### src/rtl/aoi211_pipe_bank.sv
// aoi211_pipe_bank
//   WIDTH-bit bank of 211-type complex gates followed by a DEPTH-stage
//   register pipeline with valid tracking, occupancy count, a global
//   stall enable and a full scan chain through every data flop.
//
// Ports
//   CK     clock, rising edge
//   RN     asynchronous active-low reset
//   EN     pipeline advance enable (0 = stall)
//   VLD_I  input operands valid
//   MODE   00 AOI211, 01 AO211, 10 OAI211, 11 OA211
//   A, B, C1, C2  WIDTH-bit operands
//   SE     scan enable (overrides EN)
//   SI     scan data in
//   ZN     last-stage result
//   VLD_O  last-stage valid
//   OCC    number of valid stages (0..DEPTH)
//   SO     scan data out, always the last-stage MSB

module aoi211_pipe_bank #(
  parameter int WIDTH = 8,
  parameter int DEPTH = 2,
  localparam int CW   = $clog2(DEPTH + 1)
) (
  input  logic             CK,
  input  logic             RN,
  input  logic             EN,
  input  logic             VLD_I,
  input  logic [1:0]       MODE,
  input  logic [WIDTH-1:0] A,
  input  logic [WIDTH-1:0] B,
  input  logic [WIDTH-1:0] C1,
  input  logic [WIDTH-1:0] C2,
  input  logic             SE,
  input  logic             SI,
  output logic [WIDTH-1:0] ZN,
  output logic             VLD_O,
  output logic [CW-1:0]    OCC,
  output logic             SO
);

  localparam int NBITS = DEPTH * WIDTH;

  // All stages packed into one vector, stage 0 in the low WIDTH bits.
  // Scan then becomes a plain left shift with SI entering at bit 0.
  logic [NBITS-1:0] data_q, data_d;
  logic [DEPTH-1:0] vld_q, vld_d;
  logic [CW-1:0]    occ_q, occ_d;
  logic [WIDTH-1:0] func;

  always_comb begin
    func = '0;
    case (MODE)
      2'b00:   func = ~((C1 & C2) | A | B);
      2'b01:   func =   (C1 & C2) | A | B;
      2'b10:   func = ~((C1 | C2) & A & B);
      default: func =   (C1 | C2) & A & B;
    endcase
  end

  always_comb begin
    data_d = data_q;
    vld_d  = vld_q;
    if (SE) begin
      // Valid bits hold during scan; only the data chain moves.
      data_d[0] = SI;
      for (int i = 1; i < NBITS; i++) begin
        data_d[i] = data_q[i-1];
      end
    end else if (EN) begin
      data_d[0 +: WIDTH] = func;
      vld_d[0]           = VLD_I;
      for (int s = 1; s < DEPTH; s++) begin
        data_d[s*WIDTH +: WIDTH] = data_q[(s-1)*WIDTH +: WIDTH];
        vld_d[s]                 = vld_q[s-1];
      end
    end
  end

  // Occupancy is the population count of the next valid vector, so it is
  // exact on every edge and cannot wrap.
  always_comb begin
    occ_d = '0;
    for (int s = 0; s < DEPTH; s++) begin
      occ_d = occ_d + CW'(vld_d[s]);
    end
  end

  always_ff @(posedge CK or negedge RN) begin
    if (!RN) begin
      data_q <= '0;
      vld_q  <= '0;
      occ_q  <= '0;
    end else begin
      data_q <= data_d;
      vld_q  <= vld_d;
      occ_q  <= occ_d;
    end
  end

  assign ZN    = data_q[(DEPTH-1)*WIDTH +: WIDTH];
  assign VLD_O = vld_q[DEPTH-1];
  assign OCC   = occ_q;
  assign SO    = data_q[NBITS-1];

endmodule

### config.mk
export PLATFORM = sky130hd
export DESIGN_NAME = aoi211_pipe_bank
export DESIGN_NICKNAME = d
export VERILOG_FILES = /design/src/rtl/aoi211_pipe_bank.sv
export SDC_FILE = /design/constraint.sdc
export NUM_CORES = 1
export LEC_CHECK = 0
export ABC_AREA = 1
export ABC_CLOCK_PERIOD_IN_PS = 800
export BUFFER_PORTS_ARGS = -buffer_cell sky130_fd_sc_hd__buf_2
export CORE_MARGIN = 4
export CORE_UTILIZATION = 40
export DETAILED_ROUTE_END_ITERATION = 16
export PLACE_DENSITY = 0.7
export SLEW_MARGIN = 20
export SYNTH_ARGS = -nofsm -noshare
export SYNTH_HDL_FRONTEND = slang
export SYNTH_SLANG_ARGS = --single-unit
### constraint.sdc
create_clock -name CK -period 0.8 [get_ports CK]
set_input_delay 0.16 -clock CK [delete_from_list [all_inputs] [get_ports CK]]
set_output_delay 0.16 -clock CK [all_outputs]
set_load 0.01 [all_outputs]
==> summary.md <==
| Metric | Value |
|---|---|
| Status | complete, but fails checks |
| Violated checks | setup timing |
| Sequential cell area fraction in the yosys report | 36.2% |
| Cts bufs inserted | 3 |
| Synthesized instance count | 201 |
| Global routing usage on met2 | 22.9% |
| Starting density of the core | 41.4% |
| Largest net degree at the start of global routing | 21 |
| Post-DP HPWL | 2150 um |
| Number of global-route vias before repair | 1,141 |
| Tot Pwr | 2860 uW |
| ANT cells | 0 |
| WL per Instance | 9.46 um |
| Reg area | 500 um^2 |
| Bufs on Longest Clock Path | 2 |
| GRT Max-Usage Layer | met2 |
| Pins Over Slew Limit | 0 |
| Post-Syn Area per Cell | 6.87 um^2 |
| Max stage delay on crit path | 0.41 ns |
| IO Port Bufs | 51 |
| CTS tree | built |
| Io pins | 52 |
| Routed vias | 1,350 |
| Critical path class | reg -> out |
| End of the worst register-to-register path | data_q[9] |
| Crit path buffers/inverters | 1 |
| Initial DRC count | 38 |
| Worst Path Arrival | 0.85 ns |
| Avg Vias per Cell | 4.49 |
| Min cycle time layout | 1.01 ns |
| Area of the multi-input gates | 759 um^2 |
| Hold wc startpoint | SI |
| Largest cells by area after synthesis | dfrtp_1, nand2_1, a22oi_1, inv_1, nand3_1 |
| Hold path depth | 3 |
| Gr usage total | 13.6% |
| # rows | 21 |
| Synth Cell Area | 1380 um^2 |
| CP endpoint kind | output port |
| Fraction of layout cells with a size suffix above 1 | 39.2% |
| DRC viols | 0 |
| Max_slew headroom | 71.5% |
| CP delay by family, top | flip-flops |
| Pre-CTS setup slack | -0.167 ns |
| Lkg Pwr | 0.00109 uW |
| First-pass GRT wire length | 4760 um |
| Most frequent cells in the layout | nand2_1, buf_2, inv_1 |
| Placement-stage cell area | 1640 um^2 |
| Cell taking the most area after synthesis | dfrtp_1 |
| Root buf cell | clkbuf_4 |
| RSZ-0062 raised after global routing | yes |
| DR pass1 iterations | 4 |
| Commonest non-fill, non-tap cell in the layout | nand2_1 |
| Non-filler cells, final | 301 |
| Gr ovfl total | 0 |
| Final Hold Viols | 0 |
| Max Freq | 989 MHz |
| Die area | 4460 um^2 |
| Type of origin of the critical path | register |
| Total wire length | 2850 um |
| Setup TNS | -2.72 ns |
| Setup Viol. Count Final | 20 |
| Max VDD drop | 0.000507 V |
| Yosys warns | 0 |
| Area grow syn2layout | 35.6% |
| Crit share post-route | 126% |
| Worst R2R Start | data_q[8] |
| Synth Register Bits | 20 |
| TritonCTS Sinks | 20 |
| Finished Cell Area | 1870 um^2 |
| Syn_nets | 242 |
| Htree depth | 1 |
| Worst reg2reg path depth | 4 |
| Final weighted congestion in routability-driven placement | 0.773 |
| Placed cell count | 287 |
| Die W | 66.8 um |
| Final ANT Viol Nets | 0 |
| Initial antenna violation count | 0 |
| CP max stage cell | dfrtp_1 |
| Clock slew at reported path FFs | 0.11 ns |
| CP cell instances | buf_2 |
| Power Dens Cells | 1520 nW/um^2 |
| GR Util met1 | 17.7% |
| HP Class | in -> reg |
| Hold EP | data_q[0] |
| Final WS setup | -0.212 ns |
| Core region area | 3340 um^2 |
| Netlist cell types | 15 |
| Nets | 297 |
| M3 GR Usage | 1.35% |
| Clock Latency Late Sink | 0.29 ns |
| Fillers | 359 |
| Post-synth top area share | 36.2% |
| R2R setup slack | -0.16 ns |
| MaxCap Viol Count | 0 |
| Clock Skew | 0.00307 ns |
| Die Ht | 66.8 um |
| Worst-Margin Slew | 0.427 ns |
| Top fanout value on the critical path | 3 |
| Critical Path RT | 0.64 ns |
==> stage by stage <==
stage | util [%] | hold WS [ns]
finish | 56.1 | 0.0975
CTS | 53.8 | 0.0988
global route | 56.1 | 0.0930
global placement | 49.0 | 0.123
floorplan | - | -0.136
detailed placement | 49.0 | 0.125
==> layer usage <==
| metal | vias up | share of wire (%) |
|---|---|---|
| met5 | - | 0 |
| met4 | 0 | 0.84 |
| met3 | 2 | 7.6 |
| met2 | 44 | 48 |
| met1 | 577 | 43 |
| li1 | 727 | - |
==> cell families (layout without fill, tap and decap cells) <==
logic type / Yosys count / after routing / share of synthesized area (%)
and+or+nand+nor: 122 / 122 / 37.2
buffers and inverters: 43 / 97 / 17.5
DFF: 20 / 20 / 36.2
AOI/OAI and AO/OA: 15 / 15 / 8.15
adders and majority gates: 1 / 1 / 0.906
==> power by group <==
part           internal [uW]  switching (uW)
registers               1170             121
clock network            277             296
logic                    511             482
==> registers in the layout, summed over array words and instances, names as in the netlist <==
signal / cells
OCC: 2
data_q: 16
vld_q: 2
==> how the worst max path moves through the flow <==
stage                     from        end  slack [ns]  depth (start not counted)
floorplan                   SE     OCC[0]       -0.23                          8
global placement            SE     OCC[0]       -0.16                          7
detailed placement     MODE[1]  data_q[5]       -0.17                          6
CTS                  data_q[8]      ZN[0]       -0.21                          1
global route        data_q[15]         SO       -0.25                          1
finish              data_q[15]         SO       -0.21                          1
==> synthesized netlist by cell type <==
cell	number
nand3b_1	8
nand2_1	88
nor2_1	8
ha_1	1
or2_4	1
a22oi_1	15
inv_6	1
buf_12	1
buf_6	3
inv_2	2
buf_4	9
inv_1	25
dfrtp_1	20
buf_2	2
nand3_1	17
==> layout make-up <==
class	count	area share, %
Multi-Input combinational cell	138	40.5
Sequential cell	20	26.7
Inverter	28	6.15
Timing Repair Buffer	65	21.6
Tap cell	46	3.07
Clock buffer	4	1.94
==> what timing repair did <==
action                                 CTS  global route
buffers inserted                         9             2
gates cloned                             0             0
hold buffers                             1             0
pin swaps                                8            24
endpoints found under the hold margin   20             0
setup endpoints to repair               16            31
resized for setup                       11            18
Power figures use the tool's default switching activity.
